### src/rtl/seq_det_ctrl_pkg.sv
// Shared types and constants for the serial pattern detector sequencer.
// State encoding, default widths and the bit-index width helper.
package seq_det_ctrl_pkg;

    typedef enum logic [1:0] {
        S_IDLE  = 2'd0,
        S_CLEAR = 2'd1,
        S_SHIFT = 2'd2,
        S_DONE  = 2'd3
    } state_t;

    localparam int WORD_W_DEF = 8;
    localparam int CNT_W_DEF  = 4;

    // Width of a bit index within a word, never narrower than one bit.
    function automatic int idx_w(input int w);
        return (w < 2) ? 1 : $clog2(w);
    endfunction

    localparam int IDX_W_DEF = idx_w(WORD_W_DEF);

endpackage

### src/rtl/seq_det_ctrl_if.sv
// Word-side handshakes plus the bit-serial detector link.
// slave = sequencer side, master = producer/consumer/detector side.
interface seq_det_ctrl_if
    import seq_det_ctrl_pkg::*;
#(
    parameter int WORD_W = WORD_W_DEF,
    parameter int CNT_W  = CNT_W_DEF,
    parameter int IDX_W  = idx_w(WORD_W)
) ();

    logic              in_valid;
    logic              in_ready;
    logic [WORD_W-1:0] in_data;

    logic              det_x;
    logic              det_clr;
    logic              det_z;

    logic              out_valid;
    logic              out_ready;
    logic [CNT_W-1:0]  out_count;
    logic              out_hit;
    logic [IDX_W-1:0]  out_first;

    modport slave (
        input  in_valid,
        input  in_data,
        output in_ready,
        output det_x,
        output det_clr,
        input  det_z,
        output out_valid,
        input  out_ready,
        output out_count,
        output out_hit,
        output out_first
    );

    modport master (
        output in_valid,
        output in_data,
        input  in_ready,
        input  det_x,
        input  det_clr,
        output det_z,
        input  out_valid,
        output out_ready,
        input  out_count,
        input  out_hit,
        input  out_first
    );

endinterface

### src/rtl/seq_det_shifter.sv
// Parallel-load, MSB-first shift register with a bit counter.
// o_last flags the slot holding the final bit of the word.
module seq_det_shifter
    import seq_det_ctrl_pkg::*;
#(
    parameter int WORD_W = WORD_W_DEF,
    parameter int IDX_W  = idx_w(WORD_W)
) (
    input  logic              clk,
    input  logic              reset,
    input  logic              i_load,
    input  logic [WORD_W-1:0] i_data,
    input  logic              i_shift,
    output logic              o_msb,
    output logic [IDX_W-1:0]  o_idx,
    output logic              o_last
);

    logic [WORD_W-1:0] r_sr;
    logic [IDX_W-1:0]  r_cnt;

    // Load a fresh word or step one bit toward the MSB output.
    always_ff @(posedge clk or negedge reset) begin
        if (!reset) begin
            r_sr  <= '0;
            r_cnt <= '0;
        end else if (i_load) begin
            r_sr  <= i_data;
            r_cnt <= '0;
        end else if (i_shift) begin
            r_sr  <= {r_sr[WORD_W-2:0], 1'b0};
            r_cnt <= r_cnt + 1'b1;
        end
    end

    assign o_msb  = r_sr[WORD_W-1];
    assign o_idx  = r_cnt;
    assign o_last = (r_cnt == IDX_W'(WORD_W - 1));

endmodule

### src/rtl/seq_det_ctrl.sv
// Word-to-bit sequencer for a serial pattern detector.
// Feeds each word MSB-first, tallies matches, returns a result.
module seq_det_ctrl
    import seq_det_ctrl_pkg::*;
#(
    parameter int WORD_W   = WORD_W_DEF,
    parameter int CNT_W    = CNT_W_DEF,
    parameter bit CLR_EACH = 1'b1
) (
    input  logic          clk,
    input  logic          reset,
    seq_det_ctrl_if.slave bus
);

    localparam int IDX_W = idx_w(WORD_W);

    state_t            r_state;
    logic              r_in_ready;
    logic              r_det_clr;
    logic              r_out_valid;
    logic              r_hit;
    logic [CNT_W-1:0]  r_count;
    logic [IDX_W-1:0]  r_first;

    logic              w_load;
    logic              w_shift;
    logic              w_msb;
    logic              w_last;
    logic [IDX_W-1:0]  w_idx;

    assign w_load  = (r_state == S_IDLE) && r_in_ready && bus.in_valid;
    assign w_shift = (r_state == S_SHIFT);

    seq_det_shifter #(
        .WORD_W (WORD_W),
        .IDX_W  (IDX_W)
    ) u_shifter (
        .clk     (clk),
        .reset   (reset),
        .i_load  (w_load),
        .i_data  (bus.in_data),
        .i_shift (w_shift),
        .o_msb   (w_msb),
        .o_idx   (w_idx),
        .o_last  (w_last)
    );

    // Sequencer FSM; all word-side outputs and tallies are registered.
    always_ff @(posedge clk or negedge reset) begin
        if (!reset) begin
            r_state     <= S_IDLE;
            r_in_ready  <= 1'b0;
            r_det_clr   <= 1'b0;
            r_out_valid <= 1'b0;
            r_hit       <= 1'b0;
            r_count     <= '0;
            r_first     <= '0;
        end else begin
            unique case (r_state)
                S_IDLE: begin
                    r_in_ready <= 1'b1;
                    if (w_load) begin
                        r_in_ready <= 1'b0;
                        r_count    <= '0;
                        r_hit      <= 1'b0;
                        r_first    <= '0;
                        if (CLR_EACH) begin
                            r_det_clr <= 1'b1;
                            r_state   <= S_CLEAR;
                        end else begin
                            r_state <= S_SHIFT;
                        end
                    end
                end
                S_CLEAR: begin
                    r_det_clr <= 1'b0;
                    r_state   <= S_SHIFT;
                end
                S_SHIFT: begin
                    if (bus.det_z) begin
                        r_hit <= 1'b1;
                        if (r_count != {CNT_W{1'b1}}) begin
                            r_count <= r_count + 1'b1;
                        end
                        if (!r_hit) begin
                            r_first <= w_idx;
                        end
                    end
                    if (w_last) begin
                        r_out_valid <= 1'b1;
                        r_state     <= S_DONE;
                    end
                end
                S_DONE: begin
                    if (bus.out_ready) begin
                        r_out_valid <= 1'b0;
                        r_in_ready  <= 1'b1;
                        r_state     <= S_IDLE;
                    end
                end
                default: begin
                    r_state <= S_IDLE;
                end
            endcase
        end
    end

    assign bus.in_ready  = r_in_ready;
    assign bus.det_clr   = r_det_clr;
    assign bus.det_x     = w_shift & w_msb;
    assign bus.out_valid = r_out_valid;
    assign bus.out_count = r_count;
    assign bus.out_hit   = r_hit;
    assign bus.out_first = r_first;

endmodule

### src/flat_wrapper.sv
// flat-port wrapper written by rule: the top's interface ports become plain ports
module seq_det_ctrl_flat import seq_det_ctrl_pkg::*;
#(
    parameter int WORD_W   = WORD_W_DEF,
    parameter int CNT_W    = CNT_W_DEF,
    parameter bit CLR_EACH = 1'b1
)
  (clk, reset, bus_in_valid, bus_in_data, bus_in_ready, bus_det_x, bus_det_clr, bus_det_z, bus_out_valid, bus_out_ready, bus_out_count, bus_out_hit, bus_out_first);
  seq_det_ctrl_if #(.WORD_W(WORD_W), .CNT_W(CNT_W)) bus_i ();
  input  logic clk;
  input  logic reset;
  input wire logic [$bits(bus_i.in_valid)-1:0] bus_in_valid;
  input wire logic [$bits(bus_i.in_data)-1:0] bus_in_data;
  output wire logic [$bits(bus_i.in_ready)-1:0] bus_in_ready;
  output wire logic [$bits(bus_i.det_x)-1:0] bus_det_x;
  output wire logic [$bits(bus_i.det_clr)-1:0] bus_det_clr;
  input wire logic [$bits(bus_i.det_z)-1:0] bus_det_z;
  output wire logic [$bits(bus_i.out_valid)-1:0] bus_out_valid;
  input wire logic [$bits(bus_i.out_ready)-1:0] bus_out_ready;
  output wire logic [$bits(bus_i.out_count)-1:0] bus_out_count;
  output wire logic [$bits(bus_i.out_hit)-1:0] bus_out_hit;
  output wire logic [$bits(bus_i.out_first)-1:0] bus_out_first;
  assign bus_i.in_valid = bus_in_valid;
  assign bus_i.in_data = bus_in_data;
  assign bus_in_ready = bus_i.in_ready;
  assign bus_det_x = bus_i.det_x;
  assign bus_det_clr = bus_i.det_clr;
  assign bus_i.det_z = bus_det_z;
  assign bus_out_valid = bus_i.out_valid;
  assign bus_i.out_ready = bus_out_ready;
  assign bus_out_count = bus_i.out_count;
  assign bus_out_hit = bus_i.out_hit;
  assign bus_out_first = bus_i.out_first;
  seq_det_ctrl #(.WORD_W(WORD_W), .CNT_W(CNT_W), .CLR_EACH(CLR_EACH)) u_core (.clk(clk), .reset(reset), .bus(bus_i));
endmodule
### config.mk
export PLATFORM = sky130hd
export DESIGN_NAME = seq_det_ctrl_flat
export DESIGN_NICKNAME = d
export VERILOG_FILES = /design/src/rtl/seq_det_ctrl_pkg.sv /design/src/rtl/seq_det_ctrl_if.sv /design/src/rtl/seq_det_shifter.sv /design/src/rtl/seq_det_ctrl.sv /design/src/flat_wrapper.sv
export SDC_FILE = /design/constraint.sdc
export NUM_CORES = 1
export LEC_CHECK = 0
export CAP_MARGIN = 15
export CORE_UTILIZATION = 40
export DETAILED_ROUTE_END_ITERATION = 12
export HOLD_SLACK_MARGIN = 0.06
export PLACE_DENSITY = 0.73
export SLEW_MARGIN = 40
export SYNTH_ARGS = -nofsm -noshare
export SYNTH_HDL_FRONTEND = slang
export SYNTH_SLANG_ARGS = --single-unit
### constraint.sdc
create_clock -name clk -period 2.17 [get_ports clk]
set_input_delay 0.651 -clock clk [delete_from_list [all_inputs] [get_ports clk]]
set_output_delay 0.651 -clock clk [all_outputs]
set_load 0.03 [all_outputs]
==> results of run 1 <==
==> cell usage after synthesis <==
| cell type | n |
|---|---|
| nand2_1 | 11 |
| inv_1 | 4 |
| nor3_1 | 1 |
| mux2_4 | 1 |
| nand3_1 | 6 |
| and3_4 | 1 |
| o211ai_1 | 2 |
| nand2b_1 | 3 |
| a21boi_2 | 1 |
| nand2b_4 | 1 |
| xnor2_1 | 1 |
| a21bo_4 | 1 |
| a31oi_1 | 3 |
| a211o_1 | 1 |
| buf_2 | 3 |
| mux2_2 | 1 |
| a21bo_2 | 1 |
| buf_4 | 2 |
| mux2i_1 | 11 |
| a2bb2oi_1 | 2 |
| and3_2 | 1 |
| o21ai_0 | 13 |
| nand3b_1 | 1 |
| dfrtp_1 | 24 |
| o2bb2ai_1 | 1 |
| a21oi_1 | 4 |
| and2_1 | 1 |
| a22o_1 | 3 |
| and3_1 | 1 |
| ha_1 | 7 |
| nor2_1 | 7 |
| nor3b_1 | 1 |
==> registers in the layout, summed over array words and instances, names as in the netlist <==
name / flops
u_core.bus.out_hit: 1
u_core.r_state: 2
u_core.bus.in_ready: 1
u_core.bus.out_count: 4
u_core.bus.out_first: 3
u_core.u_shifter.r_sr: 8
u_core.bus.det_clr: 1
u_core.u_shifter.o_idx: 3
u_core.bus.out_valid: 1
==> stage by stage <==
stage                     total power [mW]  std cells  setup WS, ps  hold WS [ps]
after floorplan                       1.61        121           236           355
after global placement                1.88        187           194           508
after detailed placement              1.91        187           171           513
after CTS                             2.24        191          6.82           545
after global routing                  2.40        191          2.62           556
final                                 2.22        191          67.4           532
==> routing by layer <==
| metal | global-route usage, % | routed length (um) | up-vias |
|---|---|---|---|
| li1 | - | - | 486 |
| met1 | 18.5 | 1010 | 457 |
| met2 | 26.3 | 1160 | 23 |
| met3 | 2.42 | 95 | 6 |
| met4 | 10.9 | 54 | 0 |
| met5 | 0 | 0 | - |
==> cells by family after synthesis <==
| group | after synthesis | share of synthesized area, % |
|---|---|---|
| AND/OR/NAND/NOR | 35 | 14.2 |
| adder cells (fa/ha/maj) | 7 | 6.86 |
| multiplexers | 13 | 10.7 |
| AO/OA/AOI/OAI | 32 | 17.0 |
| XOR/XNOR | 1 | 0.686 |
| flip-flops | 24 | 47.0 |
| buffers and inverters | 9 | 3.52 |
==> power by group through the flow <==
stage / combinational, mW / sequential [mW] / clock, mW
detailed placement: 1.14 / 0.770 / 0
floorplan: 0.755 / 0.853 / 0
CTS: 1.14 / 0.761 / 0.338
finish: 1.13 / 0.759 / 0.329
global route: 1.25 / 0.789 / 0.357
global placement: 1.11 / 0.762 / 0
==> timing repair <==
item,CTS,global route
hold buffers,0,0
endpoints found under the setup margin,1,3
gates resized for setup,1,3
==> worst max path at each step <==
| stage | endpoint | slack, ps | depth (start not counted) |
|---|---|---|---|
| floorplan | bus_det_x | 240 | 5 |
| global placement | u_core.r_state[1] | 190 | 4 |
| detailed placement | u_core.bus.out_first[2] | 170 | 4 |
| CTS | bus_out_count[2] | 7 | 1 |
| global route | bus_out_count[1] | 3 | 1 |
| finish | bus_out_count[1] | 70 | 1 |
==> final cells by class <==
type | instances | area [um^2]
inverter | 4 | 15.0
fill | 294 | 1430
sequential | 24 | 601
clock buffer | 3 | 22.5
tap | 44 | 55.1
multi-input combinational | 88 | 632
timing repair buffer | 27 | 267
clock inverter | 1 | 30.0
==> flow_summary.json, run 1 <==
{
  "yosysTopAreaCell": "dfrtp_1",
  "r2r-end": "u_core.bus.out_first[1]",
  "drc": 0,
  "grt_max_degree": 25,
  "startpoint_type": "flop",
  "die_w_um": 58.5,
  "grt_pass1_vias": 951,
  "hold_path.startpoint": "u_core.bus.out_first[1]",
  "grt_antenna_before_repair": 0,
  "p_int_mw": 1.35,
  "switching_share_pct": 39.1,
  "num_antenna_cells": 0,
  "vias": 972,
  "power_frac_seq_pct": 34.2,
  "setup_viol": 0,
  "antenna_left": 0,
  "skew_ps": 7.00,
  "finalHoldViolations": 0,
  "yosys.area.top_type_share_pct": 47.0,
  "drtIter0Drc": 65,
  "powerDensity_nw_per_um2": 1370,
  "combPwrFrac_pct": 50.9,
  "layout.nets": 168,
  "syn-num-nets": 141,
  "final_common_cell": "dfrtp_1",
  "reg2reg_from": "u_core.r_state[0]",
  "post_cts_buffers": 0,
  "crit_family": "buffers and inverters",
  "worstRegToRegCells": 6,
  "die_area_um2": 3420,
  "grt_pass1_wl_mm": 4.02,
  "yosys_warnings": 0,
  "gp_congestion": 0.780,
  "status": "completed",
  "clkTransAtPathRegs_ps": 140,
  "h-tree-depth": 1,
  "syn_inst": 121,
  "worstPathArrival_ps": 1450,
  "tns_ps": 0,
  "boundaryPins": 25,
  "ys_types": 32,
  "hold_depth": 1,
  "cts_buffer_depth": 2,
  "maxSlewHeadroom_pct": 75.7,
  "syn_to_final_growth_pct": 26.9,
  "peakVddDrop_v": 0.000552,
  "utilization_pct": 53.1,
  "synth-seq-cells": 24,
  "clockPowerShare_pct": 14.9,
  "wl_per_cell_um": 12.1,
  "row_count": 20,
  "crit_buf_inv": 1,
  "period_minus_slack_ps": 2100,
  "start_util_pct": 41.8,
  "path_max_fanout": 5,
  "endpoint_kind": "primary output",
  "die_h_um": 58.5,
  "hold_end": "u_core.bus.out_first[1]",
  "crit_type": "reg2out",
  "regToRegSetupSlack_ps": 430,
  "drive_above_1_share_pct": 10.9,
  "cellLeakagePower_nw": 0.765,
  "grt_setup_unrepaired": "false",
  "synth_area_leaders": "dfrtp_1, mux2i_1, ha_1",
  "gr-total-overflow": 0,
  "mostFrequentLayoutCells": "dfrtp_1, clkdlybuf4s50_1, o21ai_0",
  "cp_slowest_cell": "clkdlybuf4s50_1",
  "insertion_delay_ps": 320,
  "core_um2": 3050,
  "cap_violations": 0,
  "cts.sinks": 24,
  "ys_seq_area_share_pct": 47.0,
  "root_buffer": "clkbuf_4",
  "routed_wl_mm": 2.32,
  "cp-startpoint": "u_core.bus.out_count[1]",
  "vias_per_cell": 5.09,
  "timing.final.max_slew_violations": 0,
  "finalCritPeriodShare_pct": 96.9,
  "io_buffers": 24,
  "hold_class": "reg2reg",
  "drt-pass1-iter-count": 4,
  "fin_area_um2": 1620,
  "tightest_slew_ps": 364,
  "hpwl_mm": 1.66,
  "cp.required_ps": 1520,
  "placed_area_um2": 1560,
  "syn_area_um2": 1280,
  "max_clock_freq_mhz": 476,
  "cts_buffers": 3,
  "grt_usage_pct": 15.7,
  "worst_path_largest_cell_delay_ps": 690,
  "power_switching_mw": 0.868,
  "cts_tree": "built",
  "crit_chain": "clkdlybuf4s50_1",
  "syn_avg_cell_area_um2": 10.6
}
(Power assumes the default switching activity.)
==> inputs of run 2 (changes only) <==
- PLACE_DENSITY: 0.73 -> 0.7
==> flow_summary.json, run 2 (synthesis results as in run 1) <==
{
  "boundaryPins": 25,
  "cts_buffers": 3,
  "vias": 970,
  "drc": 0,
  "seqCellArea_um2": 601,
  "max_clock_freq_mhz": 479,
  "wl_per_cell_um": 12.8,
  "cp.required_ps": 1520,
  "drt-pass1-iter-count": 4,
  "io_buffers": 24,
  "path_max_fanout": 6,
  "antenna_left": 0,
  "maxSlewHeadroom_pct": 75.1,
  "routed_wl_mm": 2.44,
  "start_util_pct": 41.8,
  "largest_reg_flops": 8,
  "hold_class": "reg2reg",
  "tightest_slew_ps": 372,
  "grt_max_degree": 25,
  "syn_to_final_growth_pct": 26.7,
  "multi_input_area_um2": 632,
  "h-tree-depth": 1,
  "fillers": 290,
  "crit_chain": "clkdlybuf4s50_1",
  "regToRegSetupSlack_ps": 420,
  "tns_ps": 0,
  "gp_congestion": 0.883,
  "hold_buffers": 0,
  "hold_end": "u_core.bus.out_first[0]",
  "grt_antenna_before_repair": 0,
  "insertion_delay_ps": 310,
  "clkTransAtPathRegs_ps": 130,
  "die_h_um": 58.5,
  "cellLeakagePower_nw": 0.746,
  "grt_usage_pct": 15.8,
  "setup_viol": 0,
  "worstRegToRegCells": 6,
  "drtIter0Drc": 43,
  "hold_path.startpoint": "u_core.bus.out_first[0]",
  "period_minus_slack_ps": 2090,
  "dp.cells": 187,
  "cts_tree": "built",
  "finalHoldViolations": 0,
  "top_register": "u_core.u_shifter.r_sr",
  "hpwl_mm": 1.82,
  "hold_depth": 1,
  "finalCritPeriodShare_pct": 96.2,
  "worstPathArrival_ps": 1440,
  "die_area_um2": 3420,
  "layout.nets": 168,
  "fin_cells": 191,
  "endpoint_kind": "primary output",
  "reg2reg_from": "u_core.r_state[0]",
  "crit_family": "buffers and inverters",
  "startpoint_type": "flop",
  "grt_setup_unrepaired": "false",
  "cp_slowest_cell": "clkdlybuf4s50_1",
  "cts.sinks": 24,
  "r2r-end": "u_core.bus.out_first[0]",
  "cap_violations": 0,
  "grt_pass1_wl_mm": 4.13,
  "grt_pass1_vias": 938,
  "gr-total-overflow": 0,
  "final_common_cell": "dfrtp_1",
  "crit_type": "reg2out",
  "die_w_um": 58.5,
  "timing.final.max_slew_violations": 0,
  "powerDensity_nw_per_um2": 1380,
  "cp.depth": 1,
  "worst_path_largest_cell_delay_ps": 700,
  "drive_above_1_share_pct": 10.9,
  "crit_buf_inv": 1,
  "core_um2": 3050,
  "root_buffer": "clkbuf_4",
  "cts_buffer_depth": 2,
  "skew_ps": 4.72,
  "vias_per_cell": 5.08,
  "peakVddDrop_v": 0.000490,
  "post_cts_buffers": 0,
  "row_count": 20,
  "mostFrequentLayoutCells": "dfrtp_1, clkdlybuf4s50_1, o21ai_0",
  "num_antenna_cells": 0,
  "status": "completed"
}
[run 2: per-layer routing]
metal / global-route usage [%] / up-vias / share of wire [%]
li1: - / 484 / -
met1: 19.6 / 458 / 45
met2: 27.8 / 26 / 51
met3: 2.64 / 2 / 3.8
met4: 5.78 / 0 / 0.41
met5: 0 / - / 0
[run 2: power by group]
part | switching [mW] | total [mW] | internal (mW)
Clock | 0.131 | 0.318 | 0.187
Combinational | 0.610 | 1.15 | 0.539
Sequential | 0.137 | 0.761 | 0.625
Total | 0.878 | 2.23 | 1.35
[run 2: worst max path at each step]
stage / startpoint / end
6_report: u_core.bus.out_count[3] / bus_out_count[3]
3_5_place_dp: bus_in_valid / u_core.r_state[1]
3_3_place_gp: bus_in_valid / u_core.r_state[1]
5_1_grt: u_core.bus.out_count[3] / bus_out_count[3]
2_1_floorplan: u_core.r_state[0] / bus_det_x
4_1_cts: u_core.bus.out_count[2] / bus_out_count[2]
[run 2: area by class of cell]
| class | instances | share of cell area [%] |
|---|---|---|
| Multi-Input combinational cell | 88 | 39.0 |
| Sequential cell | 24 | 37.1 |
| Tap cell | 44 | 3.40 |
| Timing Repair Buffer | 27 | 16.3 |
| Inverter | 4 | 0.927 |
| Clock inverter | 1 | 1.85 |
| Clock buffer | 3 | 1.39 |
[run 2: what timing repair did]
action                                  in CTS  in global routing
gates resized for setup                      1                  2
endpoints found under the setup margin       1                  2
hold endpoints to repair                     0                  0
[run 2: per-stage QoR]
step	util, %	area, um^2	setup WS (ps)	power, mW	hold WS, ps
finish	53.0	1620	82.4	2.23	533
global route	53.0	1620	9.17	2.41	556
CTS	52.9	1610	10.9	2.25	533
detailed placement	51.2	1560	140	1.93	501
global placement	51.2	1560	193	1.88	503
floorplan	-	1280	236	1.61	355
==> inputs of run 3 (changes only) <==
- SETUP_SLACK_MARGIN: default -> 0.05
- SKIP_CTS_REPAIR_TIMING: default -> 1
==> flow_summary.json, run 3 (synthesis results as in run 1) <==
{
  "cp.required_ps": 1520,
  "wl_per_cell_um": 12.7,
  "boundaryPins": 25,
  "routed_wl_mm": 2.45,
  "gp_congestion": 0.883,
  "insertion_delay_ps": 310,
  "crit_family": "buffers and inverters",
  "largest_reg_flops": 8,
  "worstPathArrival_ps": 1410,
  "endpoint_kind": "primary output",
  "grt_antenna_before_repair": 0,
  "path_max_fanout": 4,
  "final_common_cell": "dfrtp_1",
  "grt_max_degree": 25,
  "die_w_um": 58.5,
  "grt_pass1_vias": 937,
  "drt-pass1-iter-count": 5,
  "hpwl_mm": 1.82,
  "cp.depth": 1,
  "endpoint": "bus_out_hit",
  "timing.final.max_slew_violations": 0,
  "io_buffers": 24,
  "place_ws_ps": 140,
  "worstRegToRegCells": 6,
  "crit_chain": "clkdlybuf4s50_1",
  "h-tree-depth": 1,
  "cts_buffer_depth": 2,
  "cts_buffers": 3,
  "num_antenna_cells": 0,
  "gr-total-overflow": 0,
  "cts.sinks": 24,
  "tightest_slew_ps": 372,
  "top_register": "u_core.u_shifter.r_sr",
  "reg2reg_from": "u_core.r_state[0]",
  "drtIter0Drc": 51,
  "startpoint_type": "flop",
  "worst_path_largest_cell_delay_ps": 690,
  "regToRegSetupSlack_ps": 430,
  "setup_viol": 0,
  "utilization_pct": 53.8,
  "fillers": 288,
  "powerDensity_nw_per_um2": 1370,
  "root_buffer": "clkbuf_4",
  "die_h_um": 58.5,
  "antenna_left": 0,
  "maxSlewHeadroom_pct": 75.1,
  "layout.nets": 170,
  "cap_violations": 0,
  "cp-startpoint": "u_core.bus.out_hit",
  "status": "completed",
  "drive_above_1_share_pct": 12.1,
  "syn_to_final_growth_pct": 28.6,
  "cts_tree": "built",
  "peakVddDrop_v": 0.000490,
  "grt_setup_unrepaired": "false",
  "row_count": 20,
  "crit_type": "reg2out",
  "vias": 979,
  "clkTransAtPathRegs_ps": 130,
  "start_util_pct": 41.8,
  "max_clock_freq_mhz": 485,
  "cellLeakagePower_nw": 0.796,
  "hold_path.startpoint": "u_core.bus.out_first[0]",
  "die_area_um2": 3420,
  "hold_class": "reg2reg",
  "tns_ps": 0,
  "finalCritPeriodShare_pct": 95.1,
  "drc": 0,
  "grt_usage_pct": 15.8,
  "finalHoldViolations": 0,
  "grt_pass1_wl_mm": 4.11,
  "mostFrequentLayoutCells": "dfrtp_1, clkdlybuf4s50_1, o21ai_0",
  "crit_buf_inv": 1,
  "cp_slowest_cell": "clkdlybuf4s50_1",
  "setup_ws_ps": 106,
  "skew_ps": 6.38,
  "r2r-end": "u_core.bus.out_first[0]",
  "period_minus_slack_ps": 2060,
  "core_um2": 3050,
  "vias_per_cell": 5.07
}
[run 3: changes by cell type in the layout (fill, tap and decap cells not counted), sizes merged]
cell | before | now
buf | 4 | 6
clkdlybuf4s50 | 20 | 18
dlygate4sd2 | 1 | 0
dlymetal6s2s | 2 | 5
[run 3: where the power goes]
part           total (mW)  internal (mW)  switching, mW
combinational        1.18          0.563          0.618
clock               0.318          0.187          0.132
sequential          0.759          0.625          0.134
[run 3: how the worst min path moves through the flow]
stage | end | slack [ps] | cells past startpoint
after floorplan | u_core.bus.det_clr | 360 | 0
after global placement | u_core.bus.out_first[0] | 500 | 1
after detailed placement | u_core.bus.out_first[1] | 500 | 1
after CTS | u_core.bus.out_first[1] | 530 | 1
after global routing | u_core.bus.out_first[1] | 560 | 1
final | u_core.bus.out_first[0] | 530 | 1
[run 3: layout make-up]
cell class	instances	area (um^2)	share of cell area [%]
Tap cell	44	55.1	3.35
Multi-Input combinational cell	88	632	38.5
Inverter	4	15.0	0.914
Clock buffer	3	22.5	1.37
Timing Repair Buffer	29	288	17.5
Sequential cell	24	601	36.6
Clock inverter	1	30.0	1.83
[run 3: per-stage QoR]
| stage | power, mW | hold slack (ps) | cells | cell area (um^2) |
|---|---|---|---|---|
| CTS | 2.26 | 533 | 191 | 1620 |
| finish | 2.26 | 533 | 193 | 1640 |
| global route | 2.44 | 556 | 193 | 1640 |
| detailed placement | 1.93 | 501 | 187 | 1560 |
| global placement | 1.88 | 503 | 187 | 1560 |
| floorplan | 1.61 | 355 | 121 | 1280 |
[run 3: layer usage]
layer	global-route usage, %	vias to the layer above	share of wire (%)
met5	0	-	0
li1	-	487	-
met3	2.64	2	3.9
met2	27.6	25	51
met4	5.78	0	0.41
met1	19.6	465	45
